--- src/rtl/cpu_if_pkg.sv ---
// Shared definitions for the CPU bus front end of the CAN register file.
package cpu_if_pkg;

  // Front-end FSM state encoding
  typedef enum logic [2:0] {
    IDLE  = 3'd0,
    LATCH = 3'd1,
    WRITE = 3'd2,
    READ  = 3'd3,
    ACK   = 3'd4
  } state_e;

  // Register file map (CPU-writable window is RX_ID_LO..INTERRUPT_REG)
  localparam logic [4:0] INTERRUPT_REG = 5'h12;
  localparam logic [4:0] ACCMASK_HI    = 5'h11;
  localparam logic [4:0] ACCMASK_LO    = 5'h10;
  localparam logic [4:0] ACCCODE_HI    = 5'h0F;
  localparam logic [4:0] ACCCODE_LO    = 5'h0E;
  localparam logic [4:0] BITTIMING     = 5'h0D;
  localparam logic [4:0] TX_DATA_HI    = 5'h0B;
  localparam logic [4:0] TX_DATA_LO    = 5'h08;
  localparam logic [4:0] RX_ID_HI      = 5'h05;
  localparam logic [4:0] RX_ID_LO      = 5'h04;

  localparam logic [4:0] ADDR_LO_DEF = RX_ID_LO;
  localparam logic [4:0] ADDR_HI_DEF = INTERRUPT_REG;

  // True when addr lies in the inclusive writable window [lo, hi]
  function automatic logic addr_in_range(input logic [4:0] addr,
                                         input logic [4:0] lo,
                                         input logic [4:0] hi);
    return (addr >= lo) && (addr <= hi);
  endfunction

endpackage

--- src/rtl/sync_ff.sv ---
// Single-bit multi-flop synchronizer for asynchronous CPU strobes.
module sync_ff #(
  parameter int unsigned STAGES = 2
) (
  input  logic clock,
  input  logic reset,
  input  logic din,
  output logic dout
);

  logic [STAGES-1:0] chain_q;

  // Shift the asynchronous input through the flop chain
  always_ff @(posedge clock) begin
    if (!reset) begin
      chain_q <= '0;
    end else begin
      chain_q <= {chain_q[STAGES-2:0], din};
    end
  end

  assign dout = chain_q[STAGES-1];

endmodule

--- src/rtl/cpu_write_ctrl.sv ---
// CPU strobe front end: synchronizes cs/wr/rd, latches address/data and
// issues single-cycle write activation / read request pulses with a held ack.
module cpu_write_ctrl
  import cpu_if_pkg::*;
#(
  parameter int unsigned SYNC_STAGES = 2,
  parameter int unsigned DATA_W      = 16,
  parameter logic [4:0]  ADDR_LO     = ADDR_LO_DEF,
  parameter logic [4:0]  ADDR_HI     = ADDR_HI_DEF
) (
  input  logic              clock,
  input  logic              reset,
  input  logic              cpu_cs,
  input  logic              cpu_wr,
  input  logic              cpu_rd,
  input  logic [4:0]        cpu_address,
  input  logic [DATA_W-1:0] cpu_writedata,
  output logic [4:0]        address,
  output logic [DATA_W-1:0] writedata,
  output logic              activ_in,
  output logic              read_req,
  output logic              ready,
  output logic              write_error
);

  logic cs_s, wr_s, rd_s;

  sync_ff #(.STAGES(SYNC_STAGES)) u_sync_cs (
    .clock(clock), .reset(reset), .din(cpu_cs), .dout(cs_s)
  );
  sync_ff #(.STAGES(SYNC_STAGES)) u_sync_wr (
    .clock(clock), .reset(reset), .din(cpu_wr), .dout(wr_s)
  );
  sync_ff #(.STAGES(SYNC_STAGES)) u_sync_rd (
    .clock(clock), .reset(reset), .din(cpu_rd), .dout(rd_s)
  );

  state_e            state_q, state_d;
  logic              dir_wr_q;
  logic              latch_en;
  logic [4:0]        address_q;
  logic [DATA_W-1:0] writedata_q;
  logic              activ_q, activ_d;
  logic              read_req_q, read_req_d;
  logic              ready_q, ready_d;
  logic              werr_q, werr_d;

  // State, latched bus values and registered outputs
  always_ff @(posedge clock) begin
    if (!reset) begin
      state_q     <= IDLE;
      dir_wr_q    <= 1'b0;
      address_q   <= '0;
      writedata_q <= '0;
      activ_q     <= 1'b0;
      read_req_q  <= 1'b0;
      ready_q     <= 1'b0;
      werr_q      <= 1'b0;
    end else begin
      state_q    <= state_d;
      activ_q    <= activ_d;
      read_req_q <= read_req_d;
      ready_q    <= ready_d;
      werr_q     <= werr_d;
      if (latch_en) begin
        address_q   <= cpu_address;
        writedata_q <= cpu_writedata;
        dir_wr_q    <= wr_s;
      end
    end
  end

  // Next-state decode; a new access is only accepted from IDLE
  always_comb begin
    state_d  = state_q;
    latch_en = 1'b0;
    unique case (state_q)
      IDLE: begin
        if (cs_s && (wr_s ^ rd_s)) begin
          state_d  = LATCH;
          latch_en = 1'b1;
        end else if (cs_s && wr_s && rd_s) begin
          state_d = ACK;
        end
      end
      LATCH:   state_d = dir_wr_q ? WRITE : READ;
      WRITE:   state_d = ACK;
      READ:    state_d = ACK;
      ACK: begin
        if (!cs_s || (!wr_s && !rd_s)) begin
          state_d = IDLE;
        end
      end
      default: state_d = IDLE;
    endcase
  end

  // Output next values, registered so each output is valid for whole cycles.
  // address_q already holds the latched value whenever state_d is WRITE.
  always_comb begin
    activ_d    = 1'b0;
    read_req_d = (state_d == READ);
    ready_d    = (state_d == ACK);
    werr_d     = werr_q;
    if (state_d == WRITE) begin
      activ_d = addr_in_range(address_q, ADDR_LO, ADDR_HI);
      werr_d  = !addr_in_range(address_q, ADDR_LO, ADDR_HI);
    end
  end

  assign address     = address_q;
  assign writedata   = writedata_q;
  assign activ_in    = activ_q;
  assign read_req    = read_req_q;
  assign ready       = ready_q;
  assign write_error = werr_q;

endmodule
--- config.mk ---
export PLATFORM = sky130hd
export DESIGN_NAME = cpu_write_ctrl
export DESIGN_NICKNAME = d
export VERILOG_FILES = /design/src/rtl/cpu_if_pkg.sv /design/src/rtl/sync_ff.sv /design/src/rtl/cpu_write_ctrl.sv
export SDC_FILE = /design/constraint.sdc
export NUM_CORES = 1
export LEC_CHECK = 0
export ABC_AREA = 0
export ABC_CLOCK_PERIOD_IN_PS = 2910
export BUFFER_PORTS_ARGS = -buffer_cell sky130_fd_sc_hd__buf_2
export CAP_MARGIN = 40
export CORE_MARGIN = 2
export CORE_UTILIZATION = 40
export CTS_BUF_LIST = sky130_fd_sc_hd__clkbuf_4 sky130_fd_sc_hd__clkbuf_8 sky130_fd_sc_hd__clkbuf_16
export DETAILED_ROUTE_END_ITERATION = 8
export HOLD_SLACK_MARGIN = 0.03
export PLACE_DENSITY_LB_ADDON = 0.12
export RECOVER_POWER = 100
export REMOVE_ABC_BUFFERS = 1
export SYNTH_ARGS = -nofsm -noshare
export SYNTH_HDL_FRONTEND = slang
export SYNTH_SLANG_ARGS = --single-unit
export TNS_END_PERCENT = 30
--- constraint.sdc ---
create_clock -name clock -period 2.91 [get_ports clock]
set_input_delay 0.4365 -clock clock [delete_from_list [all_inputs] [get_ports clock]]
set_output_delay 0.4365 -clock clock [all_outputs]
set_load 0.1 [all_outputs]
### Yosys cells after proc, flatten, opt, wreduce, memory -nomap -nowiden

Index checks and enable logic that the tools add are counted.
W data, S select, Z words.

* register bits after elaboration: 35
* output and inout bits: 25
* logic and storage cells: 41

* magnitude comparators: 2
* equality and inequality tests: 7
* multiplexer cells: 7
* bitwise operators: 1
* reductions and logical operators: 13

Operator list (number)
* $eq A3 B2 Y1 const B: 4
* $pmux W3 S4: 1
* $mux W3: 3
* $eq A3 B3 Y1 const B: 2
* $ge A5 B3 Y1 const B: 1
* $le A5 B5 Y1 const B: 1
* $logic_and A1 B1 Y1: 5
* $logic_not A1 Y1: 4
* $eq A3 B1 Y1 const B: 1
* $logic_not A3 Y1: 1
* $mux W1: 3
* $reduce_and A2 Y1: 1
* $reduce_or A2 Y1: 1
* $logic_or A1 B1 Y1: 1
* $xor A1 B1 Y1: 1

### Longest topological paths before layout

Gate-level depths: netlist (run 1).

* depth after elaboration: 7
* depth in mapped cells: 6

### By module

From an unflattened synthesis (run 1), not the netlist that was laid out.

* cell total of the unflattened synthesis: 146
* area, all modules: 1403.8 µm²

Modules (own cells, without submodules)
* cpu_write_ctrl: times used 1, cells an instance 134, area each 1246.2 µm², sequential area each 580.6 µm²
* sync_ff: times used 3, cells an instance 4, area each 52.6 µm², sequential area each 40.0 µm²

### Worst setup path after synthesis (run 1)

No wires, ideal clock.

* path type: register to register
* start: reg address_q[2] (netlist: address[2])
* end: reg werr_q (netlist: write_error)
* arrival: 1.542 ns
* required time: 2.794 ns
* setup slack: 1.252 ns
* stages on the path, launching flop included: 4
* clock period less this slack: 1.658 ns
* path through: dfxtp_1 o21ba_2 a21oi_1 a31o_2

* cells in the longest elaborated chain, start to end: 3
* elaborated cells on any way between the ends: 4
* those cells by class: order compare: 2; reduce/logical: 2

RTL lines
* from (decl): line cpu_write_ctrl.sv:41 `logic [4:0] address_q;`
* from (signal assigned): line cpu_write_ctrl.sv:66 `address_q <= cpu_address;`
* $ge A5 B3 Y1 or $le A5 B5 Y1 (tied branches): line cpu_if_pkg.sv:32 `return (addr >= lo) && (addr <= hi);`
* $logic_and A1 B1 Y1 (*): line cpu_if_pkg.sv:32
* $logic_not A1 Y1 (*): line cpu_write_ctrl.sv:107 `werr_d = !addr_in_range(address_q, ADDR_LO, ADDR_HI);`
* to (signal assigned): line cpu_write_ctrl.sv:64 `werr_q <= werr_d;`
* to (decl): line cpu_write_ctrl.sv:46 `logic werr_q, werr_d;`

Mark *: on every way between the ends. The rest lies on a longest branch, timed or not.
A chain may end at the register's enable or synchronous reset.

### Worst setup path in the final report (run 1)

* start: reg state_q[1]
* end: reg werr_q (netlist: write_error)

* cells in the longest elaborated chain, start to end: 4
* elaborated cells on any way between the ends: 11
* those cells by class: eq/ne: 5; mux: 4; reduce/logical: 2

RTL lines
* from (decl): line cpu_write_ctrl.sv:38 `state_e state_q, state_d;`
* from (signal assigned): line cpu_write_ctrl.sv:60 `state_q <= state_d;`
* $eq A3 B2 Y1 or $mux W3 (tied branches): line cpu_write_ctrl.sv:77, cpu_write_ctrl.sv:82
* $reduce_or A2 Y1 (no source line) or $mux W3 (tied branches)
* $pmux W3 S4 (*): line cpu_write_ctrl.sv:77 `unique case (state_q)`
* $eq A3 B2 Y1 (*): line cpu_write_ctrl.sv:105 `if (state_d == WRITE) begin`

Marked as above.

==> impl_metrics.env, run 1 <==
export IMPL_status="complete, no violations"
export IMPL_hold_buffers=0
export IMPL_die_area_um2=4160
export IMPL_dominantRegCellSynth="dfxtp_1"
export IMPL_insertion_delay_ns=0.32
export IMPL_grt_overflow=0
export IMPL_layout_nets=218
export IMPL_final_cells=238
export IMPL_drv_cap=0
export IMPL_clock_root_buffer="clkbuf_4"
export IMPL_drt_wirelength_per_cell_um=11.8
export IMPL_switching_power_w=0.000214
export IMPL_finalSetupViolations=0
export IMPL_clockBufferDepth=2
export IMPL_synth_edff_count=0
export IMPL_end_kind="register"
export IMPL_postCtsSetupBuffers=0
export IMPL_hold_depth=2
export IMPL_grt_setup_unrepaired="false"
export IMPL_routed_wl_mm=2.81
export IMPL_rr_endpoint="write_error"
export IMPL_ios=51
export IMPL_row_count=21
export IMPL_syn_area_per_cell_um2=10.2
export IMPL_ant_nets=0
export IMPL_drive_above_1_share_pct=21.9
export IMPL_leakage_nw=0.743
export IMPL_hold_class="in -> reg"
export IMPL_cts_buffers=5
export IMPL_routed_via_density=4.98
export IMPL_num_vias=1185
export IMPL_max_slew_margin_pct=14.9
export IMPL_fmax_ghz=0.447
export IMPL_grt_max_degree=33
export IMPL_grt_pass1_wl_mm=4.78
export IMPL_p_total_w=0.000843
export IMPL_max_stage_delay_ns=0.89
export IMPL_dp_cells=230
export IMPL_start_kind="register"
export IMPL_grt_pass1_vias=1106
export IMPL_syn_area_um2=1460
export IMPL_synth_top_area_share_pct=47.9
export IMPL_initial_utilization_pct=42.8
export IMPL_cts_tree="yes"
export IMPL_n_antenna_cell=0
export IMPL_fin_crit_sh_pct=76.9
export IMPL_post_cts_resized=0
export IMPL_hold_viol_final=0
export IMPL_routabilityCongestion=0.679
export IMPL_clock_skew_ns=0.00419
export IMPL_ir_drop_uv=288
export IMPL_cp_depth=4
export IMPL_netSwitchingFraction_pct=25.4
export IMPL_path_cells="nor4b_2 -> buf_4 -> a21boi_0 -> a31o_2"
export IMPL_synth_commonest_cells="dfxtp_1, o21a_1, a21boi_0"
export IMPL_cp_endpoint="write_error"
export IMPL_syn_to_final_growth_pct=18.5
export IMPL_antenna_found_initial=0
export IMPL_seqPwrFrac_pct=58.3
export IMPL_setup_slack_ns=0.672
export IMPL_path_delay_family="simple AND/OR/NAND/NOR gates"
export IMPL_r2r_slack_ns=0.67
export IMPL_clk_pin_slew_ns=0.10
export IMPL_fin_setup_tns_ns=0
export IMPL_post_route_min_period_ns=2.24
export IMPL_yosysSeqAreaShare_pct=47.9
export IMPL_crit_start="state_q[1]"
export IMPL_tightest_slew_ns=1.28
export IMPL_async_flop_share_pct=0
export IMPL_die_w_um=64.5
export IMPL_clock_sinks=35
export IMPL_cp_arrival_ns=2.46
export IMPL_grt_usage_pct=15.1
export IMPL_comb_power_share_pct=10.9
export IMPL_htree_levels=2
export IMPL_cp_max_fo=32
export IMPL_critical_path_class="reg -> reg"
export IMPL_reg2reg_depth=4
export IMPL_drtIter0Drc=36
export IMPL_netlist_instances=144
export IMPL_drc=0
export IMPL_synth_area_top_cells="dfxtp_1, o21a_1, a21boi_0, and3_1, buf_6"
export IMPL_clockPowerShare_pct=30.8
export IMPL_ys_ff_latch=35
export IMPL_yosysWarnings=0
export IMPL_p_per_area_nw_per_um2=486
export IMPL_cp_slowest_cell="nor4b_2"
export IMPL_pre_cts_ws_ns=1.05
export IMPL_portBuffers=50
export IMPL_first_pass_iters=4
export IMPL_intPower_w=0.000629
export IMPL_required_ns=3.14
export IMPL_yosysTopAreaCell="dfxtp_1"
export IMPL_core_area_um2=3420
export IMPL_r2r_start="state_q[1]"
export IMPL_yosysMostFrequentCell="dfxtp_1"
export IMPL_dp_hpwl_mm=1.90
export IMPL_ys_types=27
export IMPL_crit_buf_inv=1
export IMPL_drv_slew=0
export IMPL_die_y_um=64.5
-- registers in the layout, indices dropped and copies added, names as in the netlist --
register,flops
write_error,1
u_sync_wr.chain_q,2
ready,1
activ_in,1
address,5
writedata,16
state_q,3
u_sync_rd.chain_q,2
u_sync_cs.chain_q,2
dir_wr_q,1
read_req,1
-- power groups by stage --
stage | registers [W] | clock network, W | logic (W)
after floorplan | 0.000532 | 0 | 0.0000275
after global placement | 0.000502 | 0 | 0.0000898
after detailed placement | 0.000503 | 0 | 0.0000950
after CTS | 0.000492 | 0.000276 | 0.0000952
after global routing | 0.000493 | 0.000304 | 0.000101
final | 0.000491 | 0.000259 | 0.0000922
-- layout make-up --
type                       count  area, um^2
multi-input combinational     95         669
sequential                    35         701
tap                           46        57.6
timing repair buffer          52         240
clock buffer                   7        52.6
clock inverter                 1        5.00
fill                         356        1680
inverter                       2        7.51
-- cell families after synthesis --
| family | share of synthesized area, % |
|---|---|
| compound gates | 26.4 |
| simple gates | 18.4 |
| flops | 47.9 |
| buf+inv | 5.73 |
| mux | 0.684 |
| fa+ha+maj | 0.855 |
-- worst min-delay path by stage --
stage	from	end	slack (ns)
after floorplan	u_sync_cs.chain_q[0]	u_sync_cs.chain_q[1]	0.41
after global placement	u_sync_cs.chain_q[0]	u_sync_cs.chain_q[1]	0.42
after detailed placement	u_sync_cs.chain_q[0]	u_sync_cs.chain_q[1]	0.42
after CTS	cpu_cs	u_sync_cs.chain_q[0]	0.29
after global routing	cpu_rd	u_sync_rd.chain_q[0]	0.28
final	cpu_rd	u_sync_rd.chain_q[0]	0.32
-- cells in the final DEF, fill, tap and decap left out, drive strengths merged, types with 2 or more instances in the layout --
| cell type | Yosys | layout |
|---|---|---|
| a21boi | 22 | 22 |
| nor4b | 2 | 2 |
| a21oi | 5 | 5 |
| buf | 5 | 26 |
| and2 | 7 | 7 |
| nand2 | 3 | 3 |
| dfxtp | 35 | 35 |
| inv | 2 | 2 |
| clkbuf | 7 | 33 |
| o21a | 22 | 22 |
| and3 | 22 | 22 |
-- per-layer routing --
layer  global-route usage, %  share of wire, %  vias to the layer above
li1                        -                 -                      605
met1                    16.6                46                      543
met2                    25.0                46                       35
met3                    4.86               7.4                        2
met4                    9.57              0.71                        0
met5                       0                 0                        -
-- through the flow --
stage	hold slack (ns)	instance area, um^2	util (%)
floorplan	0.412	1390	-
global placement	0.416	1700	49.8
detailed placement	0.419	1720	50.3
CTS	0.293	1770	51.9
global route	0.278	1730	50.7
finish	0.316	1730	50.7
(Power assumes the default switching activity.)
==> run 2, diff against run 1 <==
--- a/config.mk
+++ b/config.mk
@@ -5,8 +5,8 @@
 export SDC_FILE = /design/constraint.sdc
 export NUM_CORES = 1
 export LEC_CHECK = 0
-export ABC_AREA = 0
-export ABC_CLOCK_PERIOD_IN_PS = 2910
+export ABC_AREA = 1
+export ABC_CLOCK_PERIOD_IN_PS = 2200
 export BUFFER_PORTS_ARGS = -buffer_cell sky130_fd_sc_hd__buf_2
 export CAP_MARGIN = 40
 export CORE_MARGIN = 2
==> constraint.sdc (replaced) <==
create_clock -name clock -period 2.2 [get_ports clock]
set_input_delay 0.33 -clock clock [delete_from_list [all_inputs] [get_ports clock]]
set_output_delay 0.33 -clock clock [all_outputs]
set_load 0.1 [all_outputs]
==> run 2 against run 1 <==
Compared with the run above: total power rose by 32%; largest cell class unchanged; setup slack got worse by 0.37 ns; critical path type is now reg -> out; highest routed layer unchanged; sequential power rose by 34%.
==> impl_metrics.env, run 2 <==
export IMPL_grt_overflow=0
export IMPL_clock_skew_ns=0.00377
export IMPL_core_area_um2=3360
export IMPL_routabilityCongestion=0.716
export IMPL_drtIter0Drc=28
export IMPL_antenna_found_initial=0
export IMPL_status="complete, no violations"
export IMPL_path_delay_family="buffers and inverters"
export IMPL_hold_slack_ns=0.176
export IMPL_intPower_w=0.000808
export IMPL_insertion_delay_ns=0.33
export IMPL_yosysTopAreaCell="dfxtp_1"
export IMPL_max_stage_delay_ns=0.87
export IMPL_clk_pin_slew_ns=0.09
export IMPL_drc=0
export IMPL_grt_setup_unrepaired="false"
export IMPL_die_area_um2=4030
export IMPL_largest_reg_flops=16
export IMPL_layout_nets=286
export IMPL_drv_cap=0
export IMPL_routed_wl_mm=2.49
export IMPL_syn_area_per_cell_um2=6.80
export IMPL_fin_setup_tns_ns=0
export IMPL_cts_tree="yes"
export IMPL_post_route_min_period_ns=1.90
export IMPL_die_y_um=63.5
export IMPL_synth_area_top_cells="dfxtp_1, nand2_1, nor2_1, inv_1, buf_6"
export IMPL_path_cells="clkbuf_1"
export IMPL_postCtsSetupBuffers=0
export IMPL_p_per_area_nw_per_um2=660
export IMPL_hold_buffers=0
export IMPL_ys_ff_latch=35
export IMPL_die_w_um=63.5
export IMPL_ant_nets=0
export IMPL_required_ns=1.87
export IMPL_netlist_instances=208
export IMPL_ios=51
export IMPL_synth_top_area_share_pct=49.6
export IMPL_fillerInstances=381
export IMPL_synth_edff_count=0
export IMPL_drive_above_1_share_pct=13.2
export IMPL_fmax_ghz=0.526
export IMPL_design_area_um2=1690
export IMPL_first_pass_iters=4
export IMPL_start_kind="register"
export IMPL_yosysWarnings=0
export IMPL_clockPowerShare_pct=28.3
export IMPL_final_cell_mix="nand2_1, nor2_1, inv_1, dfxtp_1"
export IMPL_max_slew_margin_pct=21.2
export IMPL_syn_to_final_growth_pct=19.3
export IMPL_clockBufferDepth=2
export IMPL_drt_wirelength_per_cell_um=8.18
export IMPL_grt_max_degree=46
export IMPL_cts_buffers=5
export IMPL_crit_buf_inv=1
export IMPL_dominantRegCellSynth="dfxtp_1"
export IMPL_yosysMostFrequentCell="nand2_1"
export IMPL_post_cts_resized=0
export IMPL_htree_levels=2
export IMPL_comb_power_share_pct=12.7
export IMPL_yosysSeqAreaShare_pct=49.6
export IMPL_end_kind="primary output"
export IMPL_critical_path_class="reg -> out"
export IMPL_switching_power_w=0.000305
export IMPL_grt_usage_pct=14.3
export IMPL_ir_drop_uv=304
export IMPL_cp_arrival_ns=1.57
export IMPL_portBuffers=50
export IMPL_netSwitchingFraction_pct=27.4
export IMPL_drv_slew=0
export IMPL_routed_via_density=3.99
export IMPL_row_count=21
export IMPL_placed_area_um2=1680
export IMPL_finalSetupViolations=0
export IMPL_cp_slowest_cell="clkbuf_1"
export IMPL_syn_area_um2=1410
export IMPL_hold_viol_final=0
export IMPL_clock_sinks=35
export IMPL_cp_max_fo=4
export IMPL_hold_class="in -> reg"
export IMPL_fin_crit_sh_pct=86.4
export IMPL_grt_pass1_wl_mm=4.48
export IMPL_synth_commonest_cells="nand2_1, nor2_1, inv_1"
export IMPL_final_common_cell="nand2_1"
export IMPL_n_antenna_cell=0
export IMPL_num_vias=1214
export IMPL_dp_hpwl_mm=1.74
export IMPL_initial_utilization_pct=42.0
export IMPL_grt_pass1_vias=1153
export IMPL_leakage_nw=0.949
export IMPL_async_flop_share_pct=0
export IMPL_seqPwrFrac_pct=59.0
export IMPL_clock_root_buffer="clkbuf_4"
export IMPL_ys_types=15
export IMPL_tightest_slew_ns=1.19
run 2: changes by cell type in the layout (fill, tap and decap cells not counted), moves of 3 or more:
cell	before	now
nor2_1	1	55
and3_1	17	0
nand2_1	3	63
and3_2	5	0
a21boi_0	22	0
and2_0	3	0
and2_1	4	0
a21oi_1	5	1
o21a_1	22	0
inv_1	2	39
run 2: worst min-delay path, cell delays in order:
cell     delay [ns]
buf_2          0.07
nand2_1        0.04
inv_1          0.04
run 2: cell families after synthesis:
kind of cell | synth area share (%)
fa+ha+maj | 0.885
buf+inv | 13.9
flops | 49.6
simple gates | 35.0
compound gates | 0.707
run 2: final cells by class:
type                       instances  area [um^2]  share of cell area [%]
sequential                        35          701                    41.5
timing repair buffer              51          228                    13.5
multi-input combinational        127          509                    30.2
tap                               46         57.6                    3.41
inverter                          39          146                    8.68
clock buffer                       6         45.0                    2.67
run 2: metrics by stage:
stage	worst slack, ns	power [W]	util, %	cells
after floorplan	0.751	0.000771	-	201
after global placement	0.647	0.000816	49.9	298
after detailed placement	0.623	0.000817	49.9	298
after CTS	0.602	0.00114	51.3	304
after global routing	0.241	0.00117	50.1	304
final	0.298	0.00111	50.1	304
run 2: final timing paths:
check / from / to / slack, ns / cells past startpoint
min: cpu_cs / u_sync_cs.chain_q[0] / 0.18 / 3
min reg2reg: u_sync_cs.chain_q[0] / u_sync_cs.chain_q[1] / 0.42 / 2
max: address[4] / address[4] / 0.30 / 1
max reg2reg: u_sync_wr.chain_q[1] / address[2] / 0.60 / 8
run 2: layer usage:
metal | vias to the layer above | global-route usage, % | wire (um)
met5 | - | 0 | 0
met4 | 0 | 6.52 | 55
met3 | 6 | 6.96 | 167
met2 | 29 | 23.7 | 1110
met1 | 488 | 15.3 | 1160
li1 | 691 | - | -
run 2: power groups by stage:
stage                     Sequential [W]  Combinational (W)  Clock [W]
final                           0.000657           0.000141   0.000316
after global routing            0.000659           0.000155   0.000358
after CTS                       0.000657           0.000145   0.000333
after detailed placement        0.000672           0.000145          0
after global placement          0.000672           0.000145          0
after floorplan                 0.000737          0.0000332          0
==> run 3, diff against run 2 <==
==> constraint.sdc (replaced) <==
create_clock -name clock -period 2.2 [get_ports clock]
set_input_delay 0.33 -clock clock [delete_from_list [all_inputs] [get_ports clock]]
set_output_delay 0.33 -clock clock [all_outputs]
set_load 0.05 [all_outputs]
==> run 3 against run 2 <==
Compared with the run above: global-route usage unchanged; register-to-register slack is essentially flat; combinational power shrank 25%; non-clock buffer count unchanged.
==> impl_metrics.env, run 3 (synthesis results as in run 2) <==
export IMPL_r2r_slack_ns=0.60
export IMPL_start_kind="register"
export IMPL_drc=0
export IMPL_clock_skew_ns=0.00450
export IMPL_drive_above_1_share_pct=12.4
export IMPL_max_slew_margin_pct=40.9
export IMPL_finalSetupViolations=0
export IMPL_largest_reg_flops=16
export IMPL_portBuffers=50
export IMPL_grt_pass1_wl_mm=4.48
export IMPL_rr_endpoint="address[2]"
export IMPL_die_y_um=63.5
export IMPL_die_area_um2=4030
export IMPL_routed_wl_mm=2.50
export IMPL_placed_area_um2=1680
export IMPL_fillerInstances=381
export IMPL_layout_nets=286
export IMPL_post_cts_resized=0
export IMPL_grt_pass1_vias=1153
export IMPL_postCtsSetupBuffers=0
export IMPL_ir_drop_uv=297
export IMPL_clock_sinks=35
export IMPL_initial_utilization_pct=42.0
export IMPL_core_area_um2=3360
export IMPL_p_total_w=0.00108
export IMPL_hold_class="in -> reg"
export IMPL_grt_max_degree=46
export IMPL_fin_setup_tns_ns=0
export IMPL_intPower_w=0.000808
export IMPL_grt_overflow=0
export IMPL_switching_power_w=0.000271
export IMPL_required_ns=2.47
export IMPL_hp_start="cpu_cs"
export IMPL_row_count=21
export IMPL_drv_slew=0
export IMPL_syn_to_final_growth_pct=19.1
export IMPL_holdPathEnd="u_sync_cs.chain_q[0]"
export IMPL_final_cell_mix="nand2_1, nor2_1, inv_1, dfxtp_1, clkbuf_1"
export IMPL_routabilityCongestion=0.716
export IMPL_ios=51
export IMPL_critical_path_class="reg -> reg"
export IMPL_seqPwrFrac_pct=60.9
export IMPL_htree_levels=2
export IMPL_r2r_start="u_sync_wr.chain_q[1]"
export IMPL_ant_nets=0
export IMPL_leakage_nw=0.942
export IMPL_drv_cap=0
export IMPL_netSwitchingFraction_pct=25.1
export IMPL_drt_wirelength_per_cell_um=8.21
export IMPL_clock_root_buffer="clkbuf_4"
export IMPL_clockPowerShare_pct=29.3
export IMPL_antenna_found_initial=0
export IMPL_grt_usage_pct=14.3
export IMPL_hold_depth=3
export IMPL_reg2reg_depth=8
export IMPL_clockBufferDepth=2
export IMPL_end_kind="register"
export IMPL_cp_arrival_ns=1.87
export IMPL_cp_max_fo=45
export IMPL_drtIter0Drc=28
export IMPL_fin_crit_sh_pct=72.9
export IMPL_design_area_um2=1680
export IMPL_final_common_cell="nand2_1"
export IMPL_insertion_delay_ns=0.33
export IMPL_status="complete, no violations"
export IMPL_hold_viol_final=0
export IMPL_cts_tree="yes"
export IMPL_n_antenna_cell=0
export IMPL_first_pass_iters=3
export IMPL_comb_power_share_pct=9.8
export IMPL_grt_setup_unrepaired="false"
export IMPL_die_w_um=63.5
export IMPL_dp_hpwl_mm=1.74
export IMPL_cts_buffers=5
export IMPL_post_route_min_period_ns=1.60
export IMPL_p_per_area_nw_per_um2=641
export IMPL_fin_util_pct=50.1
export IMPL_clk_pin_slew_ns=0.10
export IMPL_hold_buffers=0
export IMPL_tightest_slew_ns=0.887
export IMPL_routed_via_density=3.98
export IMPL_fmax_ghz=0.624
export IMPL_num_vias=1211
==> run 3: cell types whose count changed in the layout (fill, tap and decap cells not counted) <==
cell,delta
clkbuf_2,-2
clkbuf_1,+2
==> run 3: how the worst max path moves through the flow <==
stage                              start             to  cells past startpoint
floorplan           u_sync_wr.chain_q[1]     address[0]                      7
CTS                 u_sync_wr.chain_q[1]  writedata[13]                      7
global placement    u_sync_wr.chain_q[1]     address[3]                      7
finish              u_sync_wr.chain_q[1]     address[2]                      8
global route        u_sync_wr.chain_q[1]     address[1]                      8
detailed placement  u_sync_wr.chain_q[1]     address[2]                      7
==> run 3: metrics by stage <==
| stage | setup slack, ns | instances | hold WS [ns] |
|---|---|---|---|
| 2_1_floorplan | 0.827 | 201 | 0.390 |
| 3_3_place_gp | 0.647 | 298 | 0.394 |
| 3_5_place_dp | 0.623 | 298 | 0.399 |
| 4_1_cts | 0.602 | 304 | 0.160 |
| 5_1_grt | 0.342 | 304 | 0.169 |
| 6_report | 0.596 | 304 | 0.175 |
==> run 3: power by group through the flow <==
stage | clock network, W | registers (W) | logic (W)
after floorplan | 0 | 0.000703 | 0.0000328
after global placement | 0 | 0.000672 | 0.000110
after detailed placement | 0 | 0.000672 | 0.000110
after CTS | 0.000333 | 0.000657 | 0.000111
after global routing | 0.000358 | 0.000659 | 0.000120
final | 0.000316 | 0.000657 | 0.000106
==> run 3: layout make-up <==
class / count / area, um^2 / share of cell area [%]
multi-input cells: 127 / 509 / 30.2
inverters: 39 / 146 / 8.69
well taps: 46 / 57.6 / 3.42
repair buffers: 51 / 225 / 13.4
flip-flops and latches: 35 / 701 / 41.6
clock buffers: 6 / 45.0 / 2.67
==> run 3: per-layer routing <==
layer | routed length [um] | vias up | global-route usage, % | part of all wire (%)
li1 | - | 691 | - | -
met4 | 55 | 0 | 6.52 | 2.2
met2 | 1100 | 29 | 23.7 | 44
met1 | 1170 | 485 | 15.3 | 47
met5 | 0 | - | 0 | 0
met3 | 167 | 6 | 6.96 | 6.7
==> run 3: critical path, cell delays in order, from the launching register on <==
cell     delay, ns
dfxtp_1       0.35
inv_1         0.05
ha_1          0.28
nand2_1       0.05
inv_1         0.09
nand3_4       0.36
nand2_1       0.17
nand2_1       0.06
nor2_1        0.12
